File: config.mk
export PLATFORM = sky130hd
export DESIGN_NAME = chess_countdown
export DESIGN_NICKNAME = d
export VERILOG_FILES = /design/src/rtl/chess_countdown.sv
export SDC_FILE = /design/constraint.sdc
export NUM_CORES = 1
export LEC_CHECK = 0
export ABC_AREA = 1
export CORE_MARGIN = 2
export CORE_UTILIZATION = 31
export DETAILED_ROUTE_END_ITERATION = 10
export HOLD_SLACK_MARGIN = 0.05
export REMOVE_ABC_BUFFERS = 1
export SYNTH_ARGS = -nofsm -noshare
export SYNTH_HDL_FRONTEND = slang
export SYNTH_SLANG_ARGS = --single-unit
File: constraint.sdc
create_clock -name clk -period 6.2 [get_ports clk]
set_input_delay 0.93 -clock clk [delete_from_list [all_inputs] [get_ports clk]]
set_output_delay 0.93 -clock clk [all_outputs]
set_load 0.02 [all_outputs]
File: src/rtl/chess_countdown.sv
// Two-player chess clock countdown engine: 1 s prescaler, per-player mm:ss
// countdown, start/pause/turn control and sticky out-of-time flags.
module chess_countdown #(
  parameter int TICK_DIV = 100000000,
  parameter int PRE_W    = 27
) (
  input  logic       clk,
  input  logic       rst_n,
  input  logic [5:0] min_in,
  input  logic       load,
  input  logic       start_pause,
  input  logic       turn_sw,
  output logic [5:0] p0_min,
  output logic [5:0] p0_sec,
  output logic [5:0] p1_min,
  output logic [5:0] p1_sec,
  output logic       active,
  output logic       running,
  output logic       flag0,
  output logic       flag1
);

  localparam logic [1:0] S_IDLE  = 2'd0;
  localparam logic [1:0] S_RUN   = 2'd1;
  localparam logic [1:0] S_PAUSE = 2'd2;
  localparam logic [1:0] S_DONE  = 2'd3;

  localparam logic [PRE_W-1:0] TICK_LAST = PRE_W'(TICK_DIV - 1);
  localparam logic [PRE_W-1:0] PRE_ZERO  = {PRE_W{1'b0}};
  localparam logic [PRE_W-1:0] PRE_ONE   = PRE_W'(1);
  localparam logic [5:0]       MAX_MIN   = 6'd59;
  localparam logic [11:0]      RST_TIME  = {6'd5, 6'd0};

  // One-second decrement of a packed {min, sec}; saturates at 00:00.
  function automatic logic [11:0] dec_time(input logic [11:0] t);
    logic [11:0] r;
    if (t[5:0] != 6'd0) begin
      r = {t[11:6], t[5:0] - 6'd1};
    end else if (t[11:6] != 6'd0) begin
      r = {t[11:6] - 6'd1, 6'd59};
    end else begin
      r = 12'd0;
    end
    return r;
  endfunction

  logic [1:0]       state_r, state_s;
  logic [PRE_W-1:0] pre_r, pre_s;
  logic [11:0]      p0_r, p0_s, p1_r, p1_s;
  logic             active_r, active_s;
  logic             running_r;
  logic             flag0_r, flag0_s, flag1_r, flag1_s;

  logic [5:0]  load_min_s;
  logic [11:0] cur_time_s, dec_s;
  logic        tick_s, times_ok_s;

  assign load_min_s = (min_in > MAX_MIN) ? MAX_MIN : min_in;
  assign tick_s     = (state_r == S_RUN) && (pre_r == TICK_LAST);
  assign cur_time_s = active_r ? p1_r : p0_r;
  assign dec_s      = dec_time(cur_time_s);
  assign times_ok_s = (p0_r != 12'd0) && (p1_r != 12'd0);

  // Next-state, prescaler, time and flag update logic.
  always_comb begin
    state_s  = state_r;
    pre_s    = pre_r;
    p0_s     = p0_r;
    p1_s     = p1_r;
    active_s = active_r;
    flag0_s  = flag0_r;
    flag1_s  = flag1_r;
    case (state_r)
      S_IDLE: begin
        if (load) begin
          p0_s    = {load_min_s, 6'd0};
          p1_s    = {load_min_s, 6'd0};
          flag0_s = 1'b0;
          flag1_s = 1'b0;
          pre_s   = PRE_ZERO;
        end else begin
          if (turn_sw) begin
            active_s = ~active_r;
          end else begin
            active_s = active_r;
          end
          if (start_pause && times_ok_s) begin
            state_s = S_RUN;
            pre_s   = PRE_ZERO;
          end else begin
            state_s = S_IDLE;
          end
        end
      end
      S_RUN: begin
        if (tick_s) begin
          pre_s = PRE_ZERO;
          if (active_r) begin
            p1_s = dec_s;
          end else begin
            p0_s = dec_s;
          end
          // Reaching 00:00 wins over any switch or pause in the same cycle.
          if (dec_s == 12'd0) begin
            state_s = S_DONE;
            if (active_r) begin
              flag1_s = 1'b1;
            end else begin
              flag0_s = 1'b1;
            end
          end else begin
            if (turn_sw) begin
              active_s = ~active_r;
            end else begin
              active_s = active_r;
            end
            if (start_pause) begin
              state_s = S_PAUSE;
            end else begin
              state_s = S_RUN;
            end
          end
        end else begin
          if (turn_sw) begin
            active_s = ~active_r;
            pre_s    = PRE_ZERO;
          end else begin
            pre_s    = pre_r + PRE_ONE;
          end
          if (start_pause) begin
            state_s = S_PAUSE;
          end else begin
            state_s = S_RUN;
          end
        end
      end
      S_PAUSE: begin
        if (load) begin
          p0_s    = {load_min_s, 6'd0};
          p1_s    = {load_min_s, 6'd0};
          flag0_s = 1'b0;
          flag1_s = 1'b0;
          pre_s   = PRE_ZERO;
          state_s = S_IDLE;
        end else if (start_pause) begin
          state_s = S_RUN;
        end else begin
          state_s = S_PAUSE;
        end
      end
      S_DONE: begin
        if (load) begin
          p0_s    = {load_min_s, 6'd0};
          p1_s    = {load_min_s, 6'd0};
          flag0_s = 1'b0;
          flag1_s = 1'b0;
          pre_s   = PRE_ZERO;
          state_s = S_IDLE;
        end else begin
          state_s = S_DONE;
        end
      end
      default: begin
        state_s = S_IDLE;
        pre_s   = PRE_ZERO;
      end
    endcase
  end

  // State and datapath registers; running is registered from the next state.
  always_ff @(posedge clk or negedge rst_n) begin
    if (!rst_n) begin
      state_r   <= S_IDLE;
      pre_r     <= PRE_ZERO;
      p0_r      <= RST_TIME;
      p1_r      <= RST_TIME;
      active_r  <= 1'b0;
      running_r <= 1'b0;
      flag0_r   <= 1'b0;
      flag1_r   <= 1'b0;
    end else begin
      state_r   <= state_s;
      pre_r     <= pre_s;
      p0_r      <= p0_s;
      p1_r      <= p1_s;
      active_r  <= active_s;
      running_r <= (state_s == S_RUN);
      flag0_r   <= flag0_s;
      flag1_r   <= flag1_s;
    end
  end

  assign p0_min  = p0_r[11:6];
  assign p0_sec  = p0_r[5:0];
  assign p1_min  = p1_r[11:6];
  assign p1_sec  = p1_r[5:0];
  assign active  = active_r;
  assign running = running_r;
  assign flag0   = flag0_r;
  assign flag1   = flag1_r;

endmodule

* Word level (Yosys, flattened, before mapping) *
Cells that the tools add are included.

cells by class
  $lt $le $gt $ge = 1
  bitwise gates (word level) = 1
  shifts and indexed selects = 0
  multipliers = 0
  equality and inequality tests = 14
  add/subtract/negate cells = 3
  multiplexer cells = 40
  divide/modulo/power cells = 0
  reduce and logical (&&, ||, !) cells = 18

operators by type and width
  operator                                             count
  two-way mux 27 bit                                   5
  two-way mux 12 bit                                   8
  case mux 27 bit (3 select lines)                     1
  case mux 12 bit (2 select lines)                     2
  adder 27 x 1 -> 27 bit, second input constant        1
  equality test 27 bit, second input constant          1
  nonzero test 12 bit                                  2
  two-way mux 2 bit                                    7
  logical NOT 12 bit                                   1
  two-way mux 1 bit                                    12
  nonzero test 6 bit                                   2
  subtractor 6 x 1 -> 6 bit, second input constant     2
  AND reduction 3 bit                                  3
  != test 2 bit, second input constant                 4
  case mux 2 bit (4 select lines)                      1
  AND reduction 4 bit                                  2
  > comparator 6 bit, second input constant            1
  two-way mux 6 bit                                    1
  != test 2 x 1 -> 1 bit, second input constant        3
  != test 3 bit, second input constant                 2
  case mux 1 bit (2 select lines)                      3
  equality test 2 x 1 -> 1 bit, second input constant  2
  equality test 2 bit, second input constant           2
  logical AND 1 bit                                    3
  other kinds (6)                                      6

storage, ports and cells
  ROM bits = 0
  word-level logic and storage cells = 85
  input bits = 11
  memories = 0
  flip-flop bits (word level) = 57
  output and inout bits = 28
  latch bits = 0
  memory bits (writable) = 0

* Logic depth before layout (Yosys ltp) *
  depth in word-level cells = 9
  gate-level depth with buffers = 17

* Worst setup path before layout *
OpenSTA, ideal clock, no wires.

  path kind = reg-to-reg
  start = register active_r (netlist: active)
  end = register running_r (netlist: running)
  stages on the path, launching flop included = 15
  arrival time = 2.179 ns
  slack = 3.902 ns
  setup time = 0.119 ns
  data required time = 6.081 ns
  path through = dfrtp_1 -> buf_6 -> buf_6 -> nand2_1 -> o21ai_2 -> ha_1 -> nand3_4 -> nor2_8 -> nor2_1 -> nor2_1 -> nand2_1 -> nor2_4 -> nand4_4 -> o211ai_1 -> inv_2

between the ends
  longest elaborated chain between the ends = 9
  elaborated cells between the ends (all ways) = 12
  classes of those cells = 2 x add/sub; 1 x eq/ne; 6 x mux; 3 x reduce/logical

ends and longest elaborated chain
  item                                                             RTL line  RTL
  start: declaration                                               50        logic active_r, active_s;
  start signal: assignment                                         186       active_r <= active_s;
  two-way mux 12 bit *                                             60        assign cur_time_s = active_r ? p1_r : p0_r;
  subtractor 6 x 1 -> 6 bit or nonzero test 6 bit (tied branches)  40, 39
  two-way mux 12 bit                                               39        end else if (t[11:6] != 6'd0) begin
  two-way mux 12 bit *                                             37        if (t[5:0] != 6'd0) begin
  logical NOT 12 bit *                                             104       if (dec_s == 12'd0) begin
  two-way mux 2 bit *                                              104
  two-way mux 2 bit *                                              96        if (tick_s) begin
  case mux 2 bit (4 select lines) *                                73        case (state_r)
  equality test 2 x 1 -> 1 bit *                                   187       running_r <= (state_s == S_RUN);
  end signal: assignment                                           187
  end: declaration                                                 51        logic running_r;

Every way passes the cells marked *; elsewhere a longest branch is shown, timed or not.
A chain may end at the register's enable or synchronous reset.

* Worst setup path in the final report *
  start = register active_r (netlist: active)
  end = output active

RTL lines
  item              RTL line  RTL
  end: declaration  17        output logic active,

No word-level cell between the ends.

==> impl_metrics.csv <==
group,metric,value,unit
status,status,"complete, no violations",
critical_path,critPathLaunchType,"flop",
clock_tree,clockRootBuffer,"sky130_fd_sc_hd__clkbuf_16",
clock_tree,cts.reportedPaths.clkPinSlew,0.05,ns
yosys,synth_enable_flop_cells,0,
clock_tree,post_cts_resized,0,
global_routing,grt_pass1_vias,3741,
final_layout,finish.utilization,38.7,%
yosys,ys_seq_area_share,37.3,%
critical_path,worst-path-max-fanout,25,
yosys,syn-mean-instance-area,6.84,µm²
critical_path,criticalPathCategory,"flop to output port",
floorplan,core_area,0.0121,mm²
global_routing,antenna_found_initial,0,
timing,post-route-min-period,2.86,ns
final_layout,fillerInstances,1277,
final_layout,antenna-diode-count,0,
critical_path,path_cells,"clkdlybuf4s50_1",
routing,total_via_count_after_detailed_routing,3787,
clock_tree,number_of_buffers_created_by_cts,9,
power,pwr_density_cell,490,mW/mm²
clock_tree,cts_num_sinks,57,
floorplan,effective_utilization_at_floorplan,31.8,%
timing,unrepaired_setup_endpoints_after_global_routing,"no",
clock_tree,clkLatencyLatePin,0.34,ns
floorplan,die_y,115,µm
critical_path,top_cell_family_by_delay_on_the_critical_path,"flip-flops",
timing,finalSetupViolCount,0,
yosys,synth.lib_cells_used.distinct,40,
routing,drc,0,
power,total_power_consumption,2290,µW
clock_tree,postCtsSetupRepairBufs,0,
yosys,synth_top_flop_cell,"sky130_fd_sc_hd__dfrtp_1",
global_routing,grt.overflow.total,0,
final_layout,layout-drive-gt1-share,7.76,%
worst_hold_path,worst_hold_path.num_cells,2,
placement,port_buffers,38,
power,leakage,0.00209,µW
yosys,mappedNetlistArea,0.00384,mm²
global_routing,maximum_number_of_pins_on_one_net_before_global_route_repair,58,
global_routing,grt_pass1_wl,18900,µm
critical_path,critical-path-slowest-cell,"sky130_fd_sc_hd__dfrtp_1",
critical_path,rrSetupSlack,3.36,ns
timing,period_share,46.2,%
floorplan,io_pins,39,
clock_tree,hold_buffers,0,
critical_path,rr_endpoint,"active$_DFFE_PN0P_",
floorplan,chipWidth,115,µm
timing,setup-tns-final,0,ns
placement,hpwl_dp,8240,µm
yosys,synth_async_sr_flop_share,100,%
routing,initialDrtViolationCount,195,
worst_hold_path,kind_of_path_behind_the_tightest_hold_check,"flop to flop",
timing,worst-slew-pin-transition,0.775,ns
yosys,synth_warnings,0,
critical_path,rr_worst_depth,16,
placement,gp_routability_congestion,0.961,
yosys,synthTopCellsByArea,"sky130_fd_sc_hd__dfrtp_1 35%, sky130_fd_sc_hd__nand2_1 17%, sky130_fd_sc_hd__inv_1 7.1%",
yosys,yosys.area.top_type,"sky130_fd_sc_hd__dfrtp_1",
timing,drv_slew,0,
timing,max_freq,349,MHz
clock_tree,cts_tree,"yes",
routing,antenna_left,0,
worst_hold_path,min_delay_worst_endpoint,"p0_r[6]$_DFFE_PN1P_",
yosys,syn-instance-count,561,
critical_path,worst_path_largest_cell_delay,0.84,ns
critical_path,timing.rr.start,"active$_DFFE_PN0P_",
final_layout,area.growth.synth_to_final,21.6,%
routing,dr.pass1.iters,4,
timing,finalHoldViolations,0,
floorplan,std_cell_rows,40,
final_layout,finish.net_count,615,
clock_tree,cts_max_path_buffers,2,
clock_tree,clock_tree.htree_level_count,3,
routing,viasPerCell,4.89,
critical_path,required,5.27,ns
worst_hold_path,hold_path_startpoint,"p0_r[6]$_DFFE_PN1P_",
routing,avgRoutedWirePerCell,14.5,µm
global_routing,grt_use_total,18.3,%
timing,finClkSkew,0.00520,ns
timing,max_slew_headroom,48.3,%
power,max-vdd-ir-drop,174,µV
yosys,synth_top_cell_area_share,34.5,%
critical_path,worstPathArrival,1.93,ns
critical_path,worstPathBufferInverterCount,1,
flow_run,cap_viol_max_count,0,
critical_path,crit_path_end_kind,"output port",
routing,routed_wl,11200,µm
yosys,synth-seq-cells,57,
floorplan,design.die.area,0.0133,mm²
cell usage after synthesis, drive strengths merged (2+ instances only):
master,instances
nor2,59
clkbuf,6
buf,7
nand3b,2
o21ai,50
nand3,36
xnor2,2
a21oi,9
nand4,19
dfrtp,53
ha,3
nor4,10
o211ai,2
nand2,177
nor3,19
dfstp,4
inv,76
xor2,15
o32ai,3
logic make-up (layout without fill, tap and decap cells):
group,Yosys count,in the layout,share of synthesized area (%)
AND/OR/NAND/NOR,324,324,38.4
buffers and inverters,90,135,9.51
AO/OA/AOI/OAI,70,70,9.97
flip-flops,57,57,37.3
XOR/XNOR,17,17,3.88
adder cells (fa/ha/maj),3,3,0.978
placed cells by master (no fill, tap or decap), drive strengths merged, types with 9 or more instances in the layout:
| cell type | count |
|---|---|
| nand2 | 177 |
| clkdlybuf4s50 | 37 |
| nand3 | 36 |
| xor2 | 15 |
| dfrtp | 53 |
| nand4 | 19 |
| o21ai | 50 |
| nor2 | 59 |
| nor4 | 10 |
| a21oi | 9 |
| inv | 76 |
| nor3 | 19 |
| clkbuf | 10 |
per-stage QoR:
| stage | setup WS, ns | std cells | hold slack, ns | instance area [µm²] |
|---|---|---|---|---|
| floorplan | 3.70 | 548 | 0.491 | 3760 |
| global placement | 3.47 | 758 | 0.509 | 4380 |
| detailed placement | 3.43 | 758 | 0.518 | 4380 |
| CTS | 3.34 | 774 | 0.526 | 4670 |
| global route | 3.06 | 774 | 0.550 | 4670 |
| finish | 3.34 | 774 | 0.523 | 4670 |
per-layer routing:
| layer | track usage, % | vias to the layer above | part of all wire (%) |
|---|---|---|---|
| li1 | - | 1900 | - |
| met1 | 23.3 | 1764 | 45 |
| met2 | 30.9 | 104 | 48 |
| met3 | 3.95 | 19 | 5.1 |
| met4 | 6.18 | 0 | 1.5 |
| met5 | 0 | - | 0 |
how the worst max path moves through the flow:
stage / startpoint / endpoint / slack, ns / cells after the start
floorplan: active$_DFFE_PN0P_ / running$_DFF_PN0_ / 3.70 / 15
global placement: turn_sw / active$_DFFE_PN0P_ / 3.47 / 6
detailed placement: active$_DFFE_PN0P_ / running$_DFF_PN0_ / 3.43 / 15
CTS: active$_DFFE_PN0P_ / active / 3.34 / 1
global route: active$_DFFE_PN0P_ / active$_DFFE_PN0P_ / 3.06 / 16
finish: active$_DFFE_PN0P_ / active / 3.34 / 1
area by class of cell:
cell class | count | area [µm²] | share of cell area, %
Sequential cell | 57 | 1430 | 30.7
Timing Repair Buffer | 42 | 405 | 8.68
Tap cell | 168 | 210 | 4.50
Clock inverter | 6 | 60.1 | 1.29
Multi-Input combinational cell | 414 | 2040 | 43.8
Inverter | 77 | 289 | 6.19
Clock buffer | 10 | 229 | 4.90
report_power, final:
group | internal, µW | switching [µW]
logic | 428 | 772
registers | 467 | 131
clock network | 308 | 182
total | 1200 | 1090
flip-flops by register name, summed over array words and instances, names as in the netlist:
| name | count |
|---|---|
| p0_r | 12 |
| state_r | 2 |
| active | 1 |
| running | 1 |
| pre_r | 27 |
| flag0 | 1 |
| flag1 | 1 |
| p1_r | 12 |
Note: power is estimated with default switching activity, not from simulation.
